File: src/rtl/cpu_pkg.sv
// Shared CPU definitions: data-memory access sizes, controller states and RAM geometry.
package cpu_pkg;

    localparam int MEM_ADDR_W = 17;

    typedef enum logic [1:0] {
        BYTE = 2'd0,
        HALF = 2'd1,
        WORD = 2'd2
    } mem_size_t;

    typedef enum logic [1:0] {
        IDLE   = 2'd0,
        ACCESS = 2'd1,
        WAIT   = 2'd2,
        DONE   = 2'd3
    } mem_state_t;

    // Encoding 3 is treated as a word so every request size is legal.
    function automatic mem_size_t decode_size(input logic [1:0] raw);
        case (raw)
            2'd0:    return BYTE;
            2'd1:    return HALF;
            default: return WORD;
        endcase
    endfunction

    function automatic logic [1:0] last_index(input mem_size_t size);
        case (size)
            BYTE:    return 2'd0;
            HALF:    return 2'd1;
            default: return 2'd3;
        endcase
    endfunction

endpackage

File: src/rtl/load_ext.sv
// Combinational byte-assembly and sign/zero-extension of little-endian load data.
module load_ext
    import cpu_pkg::*;
(
    input  logic [31:0] bytes_in,
    input  logic [1:0]  size,
    input  logic        is_unsigned,
    output logic [31:0] result
);

    logic fill;

    always_comb begin
        result = bytes_in;
        fill   = 1'b0;
        case (size)
            BYTE: begin
                fill   = ~is_unsigned & bytes_in[7];
                result = {{24{fill}}, bytes_in[7:0]};
            end
            HALF: begin
                fill   = ~is_unsigned & bytes_in[15];
                result = {{16{fill}}, bytes_in[15:0]};
            end
            default: result = bytes_in;
        endcase
    end

endmodule

File: src/rtl/mem_ctrl.sv
// Serialises one load/store at a time into byte accesses on a byte-wide synchronous RAM,
// stalling the pipeline while the access is in flight.
module mem_ctrl
    import cpu_pkg::*;
#(
    parameter int ADDR_W = MEM_ADDR_W
) (
    input  logic              clk,
    input  logic              rst,
    input  logic              mem_ex_signal,
    input  logic              req_valid,
    input  logic              req_we,
    input  logic [1:0]        req_size,
    input  logic              req_unsigned,
    input  logic [31:0]       req_addr,
    input  logic [31:0]       req_wdata,
    output logic              mem_stall,
    output logic              done,
    output logic [31:0]       rdata,
    output logic [ADDR_W-1:0] ram_addr,
    output logic              ram_wr,
    output logic [7:0]        ram_din,
    input  logic [7:0]        ram_dout
);

    mem_state_t        state_q, state_d;
    logic              we_q, we_d;
    mem_size_t         size_q, size_d;
    logic              uns_q, uns_d;
    logic [ADDR_W-1:0] base_q, base_d;
    logic [31:0]       wdata_q, wdata_d;
    logic [1:0]        cnt_q, cnt_d;
    logic [31:0]       buf_q, buf_d;
    logic [31:0]       rdata_q, rdata_d;
    logic [ADDR_W-1:0] addr_hold_q, addr_hold_d;
    logic [7:0]        din_hold_q, din_hold_d;

    logic              accept;
    logic [1:0]        lane;
    logic [31:0]       ext_result;
    logic              unused_addr_bits;

    assign unused_addr_bits = ^req_addr[31:ADDR_W];

    load_ext u_load_ext (
        .bytes_in    (buf_q),
        .size        (size_q),
        .is_unsigned (uns_q),
        .result      (ext_result)
    );

    always_comb begin
        state_d     = state_q;
        we_d        = we_q;
        size_d      = size_q;
        uns_d       = uns_q;
        base_d      = base_q;
        wdata_d     = wdata_q;
        cnt_d       = cnt_q;
        buf_d       = buf_q;
        rdata_d     = rdata_q;
        ram_wr      = 1'b0;
        ram_addr    = addr_hold_q;
        ram_din     = din_hold_q;
        done        = 1'b0;
        rdata       = rdata_q;
        // A read returns one cycle late, so the byte requested last cycle lands in lane k-1.
        lane        = cnt_q - 2'd1;
        accept      = (state_q == IDLE) && req_valid && mem_ex_signal;

        case (state_q)
            IDLE: begin
                if (accept) begin
                    we_d    = req_we;
                    size_d  = decode_size(req_size);
                    uns_d   = req_unsigned;
                    base_d  = req_addr[ADDR_W-1:0];
                    wdata_d = req_wdata;
                    cnt_d   = 2'd0;
                    buf_d   = 32'd0;
                    state_d = ACCESS;
                end
            end
            ACCESS: begin
                ram_addr = base_q + ADDR_W'(cnt_q);
                if (we_q) begin
                    // Suppress the write in a reset cycle so an aborted store leaves later bytes untouched.
                    ram_wr  = ~rst;
                    ram_din = wdata_q[{cnt_q, 3'b000} +: 8];
                end else if (cnt_q != 2'd0) begin
                    buf_d[{lane, 3'b000} +: 8] = ram_dout;
                end
                cnt_d = cnt_q + 2'd1;
                if (cnt_q == last_index(size_q)) begin
                    state_d = we_q ? DONE : WAIT;
                end
            end
            WAIT: begin
                buf_d[{lane, 3'b000} +: 8] = ram_dout;
                state_d = DONE;
            end
            DONE: begin
                done = 1'b1;
                if (!we_q) begin
                    rdata   = ext_result;
                    rdata_d = ext_result;
                end
                state_d = IDLE;
            end
            default: state_d = IDLE;
        endcase

        mem_stall   = (state_q == ACCESS) || (state_q == WAIT) || accept;
        addr_hold_d = ram_addr;
        din_hold_d  = ram_din;
    end

    always_ff @(posedge clk) begin
        if (rst) begin
            state_q     <= IDLE;
            we_q        <= 1'b0;
            size_q      <= BYTE;
            uns_q       <= 1'b0;
            base_q      <= '0;
            wdata_q     <= 32'd0;
            cnt_q       <= 2'd0;
            buf_q       <= 32'd0;
            rdata_q     <= 32'd0;
            addr_hold_q <= '0;
            din_hold_q  <= 8'd0;
        end else begin
            state_q     <= state_d;
            we_q        <= we_d;
            size_q      <= size_d;
            uns_q       <= uns_d;
            base_q      <= base_d;
            wdata_q     <= wdata_d;
            cnt_q       <= cnt_d;
            buf_q       <= buf_d;
            rdata_q     <= rdata_d;
            addr_hold_q <= addr_hold_d;
            din_hold_q  <= din_hold_d;
        end
    end

endmodule
File: config.mk
export PLATFORM = sky130hd
export DESIGN_NAME = mem_ctrl
export DESIGN_NICKNAME = d
export VERILOG_FILES = /design/src/rtl/cpu_pkg.sv /design/src/rtl/load_ext.sv /design/src/rtl/mem_ctrl.sv
export SDC_FILE = /design/constraint.sdc
export NUM_CORES = 1
export LEC_CHECK = 0
export ABC_AREA = 1
export CORE_MARGIN = 5
export CORE_UTILIZATION = 55
export DETAILED_ROUTE_END_ITERATION = 16
export HOLD_SLACK_MARGIN = 0.02
export PLACE_DENSITY_LB_ADDON = 0.1
export SLEW_MARGIN = 10
export SYNTH_ARGS = -nofsm -noshare
export SYNTH_HDL_FRONTEND = slang
export SYNTH_HIERARCHICAL = 1
export SYNTH_SLANG_ARGS = --single-unit
File: constraint.sdc
create_clock -name clk -period 7.16 [get_ports clk]
set_clock_uncertainty 0.05 [all_clocks]
set_input_delay 1.432 -clock clk [delete_from_list [all_inputs] [get_ports clk]]
set_output_delay 1.432 -clock clk [all_outputs]
set_load 0.01 [all_outputs]
==> results of run 1 <==
-- worst min-delay path by stage --
| stage | startpoint | to | depth (start not counted) |
|---|---|---|---|
| 2_1_floorplan | wdata_q[0] | wdata_q[0] | 2 |
| 3_3_place_gp | wdata_q[4] | wdata_q[4] | 2 |
| 5_1_grt | wdata_q[5] | wdata_q[5] | 2 |
| 6_report | wdata_q[4] | wdata_q[4] | 2 |
| 4_1_cts | wdata_q[4] | wdata_q[4] | 2 |
| 3_5_place_dp | wdata_q[4] | wdata_q[4] | 2 |
-- power by group through the flow --
| stage | combinational [uW] | clock [uW] | sequential [uW] |
|---|---|---|---|
| 2_1_floorplan | 614 | 0 | 1010 |
| 3_3_place_gp | 874 | 0 | 1040 |
| 3_5_place_dp | 883 | 0 | 1040 |
| 4_1_cts | 891 | 802 | 1030 |
| 5_1_grt | 990 | 837 | 1040 |
| 6_report | 884 | 789 | 1030 |
-- sequential cells by signal, indices dropped and copies added (netlist names) --
register     cells
uns_q            1
state_q          2
we_q             1
addr_hold_q     17
base_q          17
rdata_q         32
wdata_q         32
size_q           2
cnt_q            2
din_hold_q       8
buf_q           32
-- routing by layer --
metal	routed length, um	vias to the layer above	track usage [%]
met5	0	-	0
met4	197	0	6.58
met2	7890	139	37.1
met3	793	12	5.07
li1	-	3320	-
met1	7130	2832	27.0
-- critical path, delay by kind of cell (launching register included) --
kind / cells / cell delay, ns
flops: 1 / 0.68
fa+ha+maj: 1 / 0.64
buf+inv: 4 / 1.23
simple gates: 5 / 0.64
-- Yosys cell counts, drive strengths merged --
library cell,count,area share [%]
nand3b,1,0.11
a21oi,108,8.2
or2,5,0.45
clkbuf,24,1.3
inv,170,9.2
o21ai,138,10
nand4,14,1.4
dfxtp,146,42
xor2,3,0.38
xnor2,1,0.13
and2,1,0.090
fa,1,0.29
a211oi,1,0.11
buf,38,3.7
nor3,6,0.43
ha,12,2.2
nand3,57,4.3
clkinv,1,0.054
nand2,179,9.9
nor2,94,5.5
-- final cells by class --
class / count / share of cell area (%)
well taps: 172 / 2.49
clock inverters: 5 / 0.318
inverters: 171 / 7.46
repair buffers: 128 / 14.6
clock buffers: 26 / 5.78
multi-input cells: 621 / 35.5
flip-flops and latches: 146 / 33.8
-- kinds of logic after synthesis --
logic type,share of synthesized area (%)
compound gates,18.7
fa+ha+maj,2.44
xor+xnor,0.503
simple gates,22.2
buf+inv,14.2
flops,41.9
-- stage by stage --
stage          instances  utilization [%]  total power, uW  area (um^2)
6_report            1269             69.1             2700         8640
5_1_grt             1269             69.1             2870         8640
4_1_cts             1269             69.1             2720         8640
3_5_place_dp        1238             64.8             1930         8120
3_3_place_gp        1238             64.8             1910         8120
2_1_floorplan       1000                -             1620         6970
==> run_results.csv, run 1 <==
group,metric,value,unit
outcome,run_status,"completed",
floorplan,die_area,15000,um^2
worst_setup_path,rr_worst_depth,9,
power,combinationalPowerShare,32.7,%
clocking,root_buffer,"clkbuf_16",
clocking,tritoncts,"done",
worst_setup_path,crit_path_cell_trace,"clkinv_1, fa_1, inv_1, nand2_1, nor2_2, nand4_1, nand3_1, nand2_1, inv_1, clkdlybuf4s50_1",
worst_setup_path,cp-startpoint,"cnt_q[1]",
sta,finalSetupViolations,0,
power,swShare,33.7,%
layout,multi_input_area,3070,um^2
clocking,cts_resized,0,
worst_setup_path,r2r-start,"cnt_q[1]",
floorplan,initial_utilization,55.7,%
sta,hold_violations,0,
power,pwr-share-clk,29.2,%
worst_setup_path,endpoint,"ram_addr[14]",
sta,rsz0062_at_grt,"no",
drt,drcViolationCount,0,
power,p_int,1790,uW
global_route,grt_usage,21.6,%
synth,synth_warnings,6,
worst_setup_path,required,5.68,ns
placement,pre_cts_slack,2.11,ns
layout,syn_to_final_growth,24.0,%
worst_setup_path,cp-end-kind,"primary output",
floorplan,die_w,123,um
layout,seqCellArea,2920,um^2
drt,ant_nets,0,
floorplan,coreArea,12500,um^2
synth,syn_inst,1000,
worst_setup_path,crit_fanout,14,
global_route,antenna_found_initial,0,
global_route,grt_max_degree,107,
layout,n_antenna_cell,0,
global_route,overflow,0,
synth,syn_area_per_cell,6.97,um^2
sta,relSlewSlack,24.3,%
clocking,cts_buffer_depth,2,
global_route,grt_pass1_wl,26.0,mm
layout,mostFrequentLayoutCell,"nand2_1",
power,leakage,0.00393,uW
hold_path,min_path_type,"register to register",
clocking,cts.sinks,146,
power,power.density,312,nW/um^2
synth,synth.distinct_cells,36,
global_route,first_global_vias,5672,
clocking,path_clk_slew,0.06,ns
clocking,htreeDepth,4,
worst_setup_path,crit_slowest_cell,"dfxtp_1",
sta,fin_crit,5.08,ns
synth,yosysSeqAreaShare,41.9,%
worst_setup_path,crit_type,"register to primary output",
clocking,postCtsHoldBufs,0,
sta,clock.fmax,0.197,GHz
drt,wl,16.0,mm
layout,drive_gt1_share,6.38,%
drt,vias,6303,
drt,viasPerCell,4.97,
floorplan,rows,41,
synth,syn_nets,1093,
layout,fillers,1138,
sta,fin_ws,2.08,ns
synth,syn-cell-area,6970,um^2
placement,io_buffer_count,124,
clocking,cts_made_buffers,17,
sta,drv_slew,0,
power,p_switching,911,uW
worst_setup_path,worst-endpoint-arrival,3.60,ns
sta,hold_ws,0.390,ns
drt,drt_pre_antenna_iters,5,
synth,synth_seq_cells,146,
clocking,insertion_delay,0.42,ns
drt,wire_per_inst,12.6,um
placement,gp_congestion,0.914,
layout,layout_common_cells,"nand2_1, inv_1, dfxtp_1, o21ai_0, clkdlybuf4s50_1",
sta,worst_pin_slew,1.13,ns
clocking,postCtsSetupRepairBufs,0,
floorplan,die_y,123,um
floorplan,ios,140,
worst_setup_path,worst_setup_path_start_kind,"register",
sta,finalSetupTns,0,ns
power,seqPwrFrac,38.0,%
worst_setup_path,max_stage_delay,0.68,ns
power,ir_worst_vdd,0.219,mV
placement,dpl.hpwl,10.8,mm
worst_setup_path,r2r_setup_slack,4.25,ns
layout,fin_nets,1178,
job,maxCapViolCount,0,
drt,drt_iter0_drc,450,
worst_setup_path,timing.rr.end,"addr_hold_q[6]",
sta,period_share,70.9,%
Power figures use the tool's default switching activity.
==> run 2, diff against run 1 <==
Settings changed: CORE_UTILIZATION 55 to 52.
Clock period 7.16 ns to 5.1 ns, I/O delays scaled along.
==> run 2 against run 1 <==
- setup slack got worse by 1.3 ns
- die area is 5.3% higher
- largest cell class unchanged
- first-iteration DRC count decreased by 7.8%
- highest routed layer unchanged
==> run_results.csv, run 2 (synthesis results as in run 1) <==
group,metric,value,unit
worst_setup_path,cp-end-kind,"primary output",
floorplan,die_area,15800,um^2
placement,dpl.hpwl,11.0,mm
layout,n_antenna_cell,0,
layout,largestRegisters,"buf_q x32, rdata_q x32, wdata_q x32",
worst_setup_path,crit_fanout,14,
drt,ant_nets,0,
worst_setup_path,path_buf_inv,5,
power,p_int,2610,uW
sta,worst_pin_slew,0.979,ns
layout,syn_to_final_growth,25.0,%
drt,drt_iter0_drc,415,
global_route,grt_usage,21.1,%
global_route,antenna_found_initial,0,
worst_setup_path,crit_slowest_cell,"fa_1",
hold_path,worstHoldStart,"wdata_q[5]",
power,p_total,3890,uW
floorplan,die_y,126,um
sta,period_share,85.0,%
sta,relSlewSlack,34.5,%
drt,drt_pre_antenna_iters,5,
layout,drive_gt1_share,6.74,%
power,pwr-share-clk,31.0,%
worst_setup_path,worst-endpoint-arrival,3.26,ns
worst_setup_path,r2r_setup_slack,2.51,ns
floorplan,initial_utilization,52.8,%
power,leakage,0.00397,uW
clocking,htreeDepth,4,
worst_setup_path,crit_path_cell_trace,"buf_4, clkinv_1, fa_1, inv_1, nand2_1, nor2_2, nand4_1, nand3_1, nand2_1, inv_1, clkdlybuf4s50_1",
power,seqPwrFrac,36.4,%
worst_setup_path,timing.rr.end,"buf_q[29]",
global_route,overflow,0,
drt,vias,6218,
hold_path,min_path_type,"register to register",
clocking,cts.sinks,146,
worst_setup_path,cp_top_family,"buffers and inverters",
layout,seqCellArea,2920,um^2
power,p_switching,1280,uW
layout,mostFrequentLayoutCell,"nand2_1",
layout,fin_area,8720,um^2
layout,multi_input_area,3070,um^2
sta,rsz0062_at_grt,"no",
clocking,tritoncts,"done",
global_route,grt_pass1_wl,27.6,mm
clocking,cts_resized,0,
hold_path,min_path_cells,2,
clocking,postCtsSetupRepairBufs,0,
placement,io_buffer_count,124,
power,combinationalPowerShare,32.6,%
floorplan,coreArea,13200,um^2
worst_setup_path,max_stage_delay,0.64,ns
worst_setup_path,rr_worst_depth,9,
sta,fin_crit,4.33,ns
drt,wl,16.2,mm
worst_setup_path,crit_type,"register to primary output",
outcome,run_status,"completed",
placement,place_area,8150,um^2
power,ir_worst_vdd,0.245,mV
clocking,path_clk_slew,0.06,ns
drt,drcViolationCount,0,
sta,clock.fmax,0.231,GHz
clocking,root_buffer,"clkbuf_16",
floorplan,ios,140,
sta,finalSetupViolations,0,
hold_path,whs_endpoint,"wdata_q[5]",
clocking,postCtsHoldBufs,0,
drt,viasPerCell,4.88,
worst_setup_path,r2r-start,"cnt_q[1]",
floorplan,die_w,126,um
global_route,first_global_vias,5953,
global_route,grt_max_degree,106,
clocking,cts_made_buffers,17,
placement,gp_congestion,0.865,
layout,fillers,1247,
worst_setup_path,worst_setup_path_start_kind,"register",
clocking,insertion_delay,0.42,ns
floorplan,rows,42,
layout,fin_nets,1181,
worst_setup_path,required,4.03,ns
clocking,cts_buffer_depth,2,
sta,finalSetupTns,0,ns
power,power.density,446,nW/um^2
power,swShare,32.8,%
sta,hold_violations,0,
job,maxCapViolCount,0,
sta,drv_slew,0,
layout,layout_common_cells,"nand2_1, inv_1, dfxtp_1, o21ai_0, clkdlybuf4s50_1",
drt,wire_per_inst,12.7,um
==> run 2: cell count changes in the layout (fill, tap and decap cells not counted), sizes merged <==
cell    delta
buf        +3
bufinv     +2
clkbuf     -2
clkinv     -2
==> run 2: how the worst max path moves through the flow <==
stage | cells past startpoint | endpoint | startpoint | slack, ns
after floorplan | 9 | ram_addr[6] | cnt_q[1] | 2.19
after global placement | 11 | ram_addr[6] | cnt_q[1] | 1.20
after detailed placement | 11 | ram_addr[14] | cnt_q[1] | 1.19
after CTS | 11 | ram_addr[14] | cnt_q[1] | 0.72
after global routing | 10 | ram_addr[16] | cnt_q[1] | 0.46
final | 11 | ram_addr[14] | cnt_q[1] | 0.77
==> run 2: routing by layer <==
layer	global-route usage, %	wire [um]	vias up	part of all wire [%]
met3	5.80	887	13	5.5
met2	35.9	7710	133	48
li1	-	-	3321	-
met4	5.99	199	0	1.2
met1	26.2	7380	2751	46
met5	0	0	-	0
==> run 2: layout make-up <==
class,instances,share of cell area [%]
Clock inverter,5,0.890
Sequential cell,146,33.5
Tap cell,176,2.53
Timing Repair Buffer,131,14.8
Inverter,171,7.39
Clock buffer,24,5.64
Multi-Input combinational cell,621,35.2
==> run 2: per-stage QoR <==
step | setup slack [ns] | utilization (%) | hold slack, ns | std cells
6_report | 0.767 | 66.1 | 0.391 | 1274
2_1_floorplan | 2.19 | - | 0.370 | 1000
3_5_place_dp | 1.19 | 61.8 | 0.383 | 1245
5_1_grt | 0.459 | 66.1 | 0.412 | 1274
3_3_place_gp | 1.20 | 61.8 | 0.379 | 1245
4_1_cts | 0.722 | 66.1 | 0.392 | 1274
==> run 2: tightest hold or removal path, stage by stage, from the launching register on <==
cell,delay (ns)
dfxtp_1,0.30
inv_1,0.04
a21oi_1,0.05
==> run 2: power by group through the flow <==
stage                     Sequential, uW  Combinational (uW)  Clock (uW)
after detailed placement            1440                1270           0
final                               1420                1270        1210
after floorplan                     1420                 862           0
after global routing                1440                1430        1280
after global placement              1440                1260           0
after CTS                           1420                1280        1220
